===== src/rtl/spi_master_seq.sv =====
// Purpose: SPI mode-0 transmit sequencer that frames CS_n, generates SCLK and feeds the shift block one word at a time.
// Latency: every output is registered; CS_n falls and busy rises one clock after start is accepted; done pulses one clock after the last hold clock.
// Backpressure: data_ready_o is high only in FETCH; with data_valid_i low the frame stalls there indefinitely with CS_n low and SCLK idle.
//
// Ports:
//   clock_i, reset_ni                       system clock, asynchronous active-low reset
//   start_i, num_words_i                    frame request and length, sampled only in IDLE
//   data_valid_i, data_i, data_ready_o      upstream word stream (valid/ready)
//   busy_o, done_o, words_sent_o            frame status
//   SCLK_o, CS_n_o                          SPI pins (SCLK idles low)
//   tx_en_o, tx_load_o, tx_buffer_o         shift-block control and parallel data
//   tx_done_i                               shift block has seen WIDTH falling edges
//
// CS_SETUP and CS_HOLD must be at least 1; CLK_DIV must be at least 2.
module spi_master_seq #(
  parameter int WIDTH     = 8,
  parameter int CLK_DIV   = 4,
  parameter int MAX_WORDS = 16,
  parameter int CS_SETUP  = 2,
  parameter int CS_HOLD   = 2
) (
  input  logic                           clock_i,
  input  logic                           reset_ni,
  input  logic                           start_i,
  input  logic [$clog2(MAX_WORDS+1)-1:0] num_words_i,
  input  logic                           data_valid_i,
  input  logic [WIDTH-1:0]               data_i,
  output logic                           data_ready_o,
  output logic                           busy_o,
  output logic                           done_o,
  output logic [$clog2(MAX_WORDS+1)-1:0] words_sent_o,
  output logic                           SCLK_o,
  output logic                           CS_n_o,
  output logic                           tx_en_o,
  output logic                           tx_load_o,
  output logic [WIDTH-1:0]               tx_buffer_o,
  input  logic                           tx_done_i
);

  localparam int NW = $clog2(MAX_WORDS + 1);
  localparam int DW = $clog2(CLK_DIV);
  localparam int CW = $clog2(((CS_SETUP > CS_HOLD) ? CS_SETUP : CS_HOLD) + 1);
  localparam int EW = $clog2(2 * WIDTH);

  localparam logic [DW-1:0] DIV_LAST   = DW'(CLK_DIV - 1);
  localparam logic [CW-1:0] SETUP_LAST = CW'(CS_SETUP - 1);
  localparam logic [CW-1:0] HOLD_LAST  = CW'(CS_HOLD - 1);
  localparam logic [EW-1:0] EDGE_LAST  = EW'(2 * WIDTH - 1);
  localparam logic [NW-1:0] MAX_LEN    = NW'(MAX_WORDS);

  typedef enum logic [3:0] {
    S_IDLE, S_SETUP, S_FETCH, S_LOAD, S_SHIFT, S_WAIT, S_GAP, S_HOLD, S_END
  } state_t;

  state_t          state_q, state_d;
  logic [CW-1:0]   cnt_q, cnt_d;     // shared by SETUP and HOLD
  logic [DW-1:0]   div_q, div_d;     // SCLK half-period divider
  logic [EW-1:0]   edge_q, edge_d;   // SCLK toggles emitted for this word
  logic [NW-1:0]   len_q, len_d;
  logic [NW-1:0]   words_d;
  logic [WIDTH-1:0] buf_d;
  logic            sclk_d, zero_done;

  always_comb begin
    state_d   = state_q;
    cnt_d     = cnt_q;
    div_d     = div_q;
    edge_d    = edge_q;
    len_d     = len_q;
    words_d   = words_sent_o;
    buf_d     = tx_buffer_o;
    sclk_d    = 1'b0;
    zero_done = 1'b0;
    case (state_q)
      S_IDLE: begin
        if (start_i) begin
          words_d = '0;
          if (num_words_i == '0) begin
            zero_done = 1'b1;
          end else begin
            len_d   = (num_words_i > MAX_LEN) ? MAX_LEN : num_words_i;
            cnt_d   = '0;
            state_d = S_SETUP;
          end
        end
      end
      S_SETUP: begin
        if (cnt_q == SETUP_LAST) begin
          cnt_d   = '0;
          state_d = S_FETCH;
        end else begin
          cnt_d = cnt_q + 1'b1;
        end
      end
      S_FETCH: begin
        if (data_valid_i && data_ready_o) begin
          buf_d   = data_i;
          state_d = S_LOAD;
        end
      end
      S_LOAD: begin
        div_d   = '0;
        edge_d  = '0;
        state_d = S_SHIFT;
      end
      S_SHIFT: begin
        sclk_d = SCLK_o;
        if (div_q == DIV_LAST) begin
          div_d  = '0;
          sclk_d = ~SCLK_o;
          // The last toggle is the WIDTH-th falling edge; SCLK parks low.
          if (edge_q == EDGE_LAST) begin
            sclk_d  = 1'b0;
            state_d = S_WAIT;
          end else begin
            edge_d = edge_q + 1'b1;
          end
        end else begin
          div_d = div_q + 1'b1;
        end
      end
      S_WAIT: begin
        if (tx_done_i) begin
          if (words_sent_o != MAX_LEN) words_d = words_sent_o + 1'b1;
          state_d = S_GAP;
        end
      end
      S_GAP: begin
        if (words_sent_o < len_q) begin
          state_d = S_FETCH;
        end else begin
          cnt_d   = '0;
          state_d = S_HOLD;
        end
      end
      S_HOLD: begin
        if (cnt_q == HOLD_LAST) begin
          cnt_d   = '0;
          state_d = S_END;
        end else begin
          cnt_d = cnt_q + 1'b1;
        end
      end
      S_END:   state_d = S_IDLE;
      default: state_d = S_IDLE;
    endcase
  end

  // Outputs are decoded from the next state so they line up with state_q.
  always_ff @(posedge clock_i or negedge reset_ni) begin
    if (!reset_ni) begin
      state_q      <= S_IDLE;
      cnt_q        <= '0;
      div_q        <= '0;
      edge_q       <= '0;
      len_q        <= '0;
      words_sent_o <= '0;
      tx_buffer_o  <= '0;
      SCLK_o       <= 1'b0;
      CS_n_o       <= 1'b1;
      busy_o       <= 1'b0;
      done_o       <= 1'b0;
      data_ready_o <= 1'b0;
      tx_load_o    <= 1'b0;
      tx_en_o      <= 1'b0;
    end else begin
      state_q      <= state_d;
      cnt_q        <= cnt_d;
      div_q        <= div_d;
      edge_q       <= edge_d;
      len_q        <= len_d;
      words_sent_o <= words_d;
      tx_buffer_o  <= buf_d;
      SCLK_o       <= sclk_d;
      CS_n_o       <= (state_d == S_IDLE) || (state_d == S_END);
      busy_o       <= (state_d != S_IDLE) && (state_d != S_END);
      done_o       <= (state_d == S_END) || zero_done;
      data_ready_o <= (state_d == S_FETCH);
      tx_load_o    <= (state_d == S_LOAD);
      tx_en_o      <= (state_d == S_SHIFT) || (state_d == S_WAIT);
    end
  end

endmodule


===== config.mk =====
export PLATFORM = sky130hd
export DESIGN_NAME = spi_master_seq
export DESIGN_NICKNAME = d
export VERILOG_FILES = /design/src/rtl/spi_master_seq.sv
export SDC_FILE = /design/constraint.sdc
export NUM_CORES = 1
export LEC_CHECK = 0
export BUFFER_PORTS_ARGS = -buffer_cell sky130_fd_sc_hd__buf_4
export CORE_ASPECT_RATIO = 0.8
export CORE_MARGIN = 1.5
export CORE_UTILIZATION = 40
export CTS_CLUSTER_DIAMETER = 50
export DETAILED_ROUTE_END_ITERATION = 6
export PLACE_DENSITY = 0.62
export SETUP_SLACK_MARGIN = 0.5
export SYNTH_ARGS = -nofsm -noshare
export SYNTH_HDL_FRONTEND = slang
export SYNTH_SLANG_ARGS = --single-unit

===== constraint.sdc =====
create_clock -name clock_i -period 2.5 [get_ports clock_i]
set_input_delay 0.5 -clock clock_i [delete_from_list [all_inputs] [get_ports clock_i]]
set_output_delay 0.5 -clock clock_i [all_outputs]
set_load 0.03 [all_outputs]

==> results.sh <==
export IMPL_outcome="finished, final reports clean"
export IMPL_synth_top_cell_area_share_pct=46.6
export IMPL_synthTopCellsByArea="dfrtp_1 47%, mux2_2 5.2%, ha_1 5.2%"
export IMPL_pre_cts_slack_ns=0.412
export IMPL_core_area_sq_mm=0.00462
export IMPL_syn_avg_cell_area_sq_um=10.8
export IMPL_wl_um=3840
export IMPL_report_final_slew_viol_count=0
export IMPL_finalHoldViolCount=0
export IMPL_cts_tree="built"
export IMPL_antenna_cells=0
export IMPL_vdd_ir_drop_max_mv=0.562
export IMPL_clockBufferDepth=2
export IMPL_grt_total_usage_pct=16.8
export IMPL_hold_worst_slack_ns=0.159
export IMPL_clock_sinks=37
export IMPL_hold_class="in2async"
export IMPL_required_ns=2.66
export IMPL_r2r_start="words_sent_o[4]"
export IMPL_syn_nets=205
export IMPL_grt_pass1_vias=1467
export IMPL_setup_viol=0
export IMPL_ys_types=46
export IMPL_syn_area_sq_mm=0.00193
export IMPL_layout_min_cycle_time_ns=1.92
export IMPL_setup_tns_final_ns=0
export IMPL_first_iter_violations=57
export IMPL_skew_ns=0.00914
export IMPL_gp_congestion=0.793
export IMPL_post_drt_wl_per_cell_um=13.6
export IMPL_first_pass_iters=4
export IMPL_nFillCells=442
export IMPL_dp_hpwl_um=2760
export IMPL_synth_edf_count=0
export IMPL_syn2layout_area_growth_pct=22.6
export IMPL_start_kind="register"
export IMPL_dpl_cell_count=272
export IMPL_fmax_mhz=521
export IMPL_p_leak_nw=1.17
export IMPL_crit_path_max_fanout=4
export IMPL_start_util_pct=41.8
export IMPL_fin_ws_ns=0.580
export IMPL_yosysWarnings=0
export IMPL_num_io_pins=38
export IMPL_fin_cells=282
export IMPL_drive_gt1_share_pct=30.2
export IMPL_grt_overflow_total=0
export IMPL_avgViaCountPerCell=5.11
export IMPL_drc=0
export IMPL_ctsHtreeMaxLevel=2
export IMPL_yosysMostFrequentCell="dfrtp_1"
export IMPL_yosys_area_top_type="dfrtp_1"
export IMPL_r2r_slack_ns=0.58
export IMPL_cts_buffers=5
export IMPL_chipWidth_um=80.8
export IMPL_crit_path_start="words_sent_o[4]"
export IMPL_clk_latency_ns=0.29
export IMPL_synth_ff_type="dfrtp_1"
export IMPL_rows=22
export IMPL_grt_first_pass_wirelength_um=6770
export IMPL_synthCells=179
export IMPL_criticalPathCategory="reg2reg"
export IMPL_async_flop_share_pct=100
export IMPL_rsz0062_at_grt="no"
export IMPL_final_nets=247
export IMPL_antenna_found_initial=0
export IMPL_die_area_sq_mm=0.00526
export IMPL_maxCapViolCount=0
export IMPL_port_buffers=37
export IMPL_worst_pin_slew_ns=0.529
export IMPL_root_buffer="clkbuf_8"
export IMPL_die_h_um=65.2
export IMPL_slew_headroom_pct=64.4
export IMPL_grt_start_max_net_pins=38
export IMPL_worstPathArrival_ns=2.08
export IMPL_final_period_utilization_pct=76.8
export IMPL_ctsHoldBuffers=0
export IMPL_power_density_mw_per_mm2=1060
export IMPL_ys_seq_area_share_pct=47.9
export IMPL_clk_pin_slew_worst_paths_ns=0.07
export IMPL_drtAntennaViolNets=0
export IMPL_worstSetupEndpointType="register"
export IMPL_synth_common_cells="36 x dfrtp_1, 16 x inv_1, 11 x nand2_1"
export IMPL_ys_ff_latch=37
export IMPL_via_count=1442
==> flip-flops by register name, indices dropped and copies added, names as in the netlist <==
| name | cells |
|---|---|
| cnt_q | 2 |
| tx_en_o | 1 |
| done_o | 1 |
| div_q | 2 |
| edge_q | 4 |
| data_ready_o | 1 |
| len_q | 5 |
| tx_load_o | 1 |
| CS_n_o | 1 |
| busy_o | 1 |
| SCLK_o | 1 |
| words_sent_o | 5 |
| state_q | 4 |
| tx_buffer_o | 8 |
==> per-layer routing <==
metal | track usage (%) | up-vias | wire length, um
met1 | 23.4 | 692 | 1940
met3 | 4.17 | 5 | 141
met2 | 25.3 | 21 | 1700
met5 | 0 | - | 0
met4 | 5.82 | 0 | 52
li1 | - | 724 | -
==> repair_timing <==
| action | in CTS | in global routing |
|---|---|---|
| setup buffers | 0 | 2 |
| pin swaps | 0 | 1 |
| resized for setup | 1 | 3 |
| endpoints found under the setup margin | 1 | 1 |
==> critical path, stage by stage, from the launching register on <==
cell and delay (ns):
dfrtp_1 0.39, ha_1 0.32, a21o_1 0.21, a22o_1 0.22, a211o_1 0.32, or3_1 0.35
==> worst paths after layout <==
path | end | depth (start not counted)
setup / recovery | busy_o | 5
hold reg to reg | len_q[0] | 2
setup reg to reg | busy_o | 5
max in group asynchronous | CS_n_o | 1
min in group clock_i | tx_buffer_o[7] | 2
hold / removal | tx_buffer_o[3] | 1
==> layout by cell type (no fill, tap or decap), types with 2 or more instances in the layout <==
cell type  instances
nand4_1            3
clkbuf_1           2
a22o_1             3
nor2_1             9
mux2_2             9
dfrtp_2            3
ha_1               8
and2_1             2
nand2_1           11
o21ai_0            4
a21o_1             3
nor3_1             4
clkbuf_8           6
o31ai_1            4
inv_1             16
a21oi_1            3
nor2b_1            3
buf_4             40
a31oi_1            5
dfrtp_1           33
a211o_1            3
nand3_1            7
mux2i_1            2
and3_1             5
nand2b_1           4
xor2_1             6
nand3b_1           2
==> area by class of cell <==
class                           instances  area (sq um)  share of cell area [%]
Tap cell                               60          75.1                    3.16
Timing Repair Buffer                   40           300                    12.7
Multi-Input combinational cell        121           916                    38.6
Clock buffer                            8          90.1                    3.80
Inverter                               16          60.1                    2.53
Sequential cell                        37           931                    39.2
==> cell families after synthesis <==
family	Yosys count	share of synthesized area, %
flops	37	47.9
compound gates	32	12.7
buf+inv	21	4.72
xor+xnor	6	2.72
mux	11	6.27
simple gates	64	20.5
fa+ha+maj	8	5.17
==> metrics by stage <==
| step | total power [W] | area, sq um | util (%) |
|---|---|---|---|
| global placement | 0.00208 | 2260 | 48.9 |
| floorplan | 0.00176 | 1930 | - |
| CTS | 0.00253 | 2350 | 50.9 |
| finish | 0.00252 | 2370 | 51.3 |
| detailed placement | 0.00209 | 2260 | 48.9 |
| global route | 0.00272 | 2370 | 51.3 |
==> report_power, final <==
part | switching (W) | leakage (nW) | total [W] | internal (W)
registers | 0.000195 | 0.477 | 0.000991 | 0.000796
clock network | 0.000201 | 0.0455 | 0.000426 | 0.000225
logic | 0.000612 | 0.646 | 0.00110 | 0.000492
total | 0.00101 | 1.17 | 0.00252 | 0.00151
Note: power is estimated with default switching activity, not from simulation.
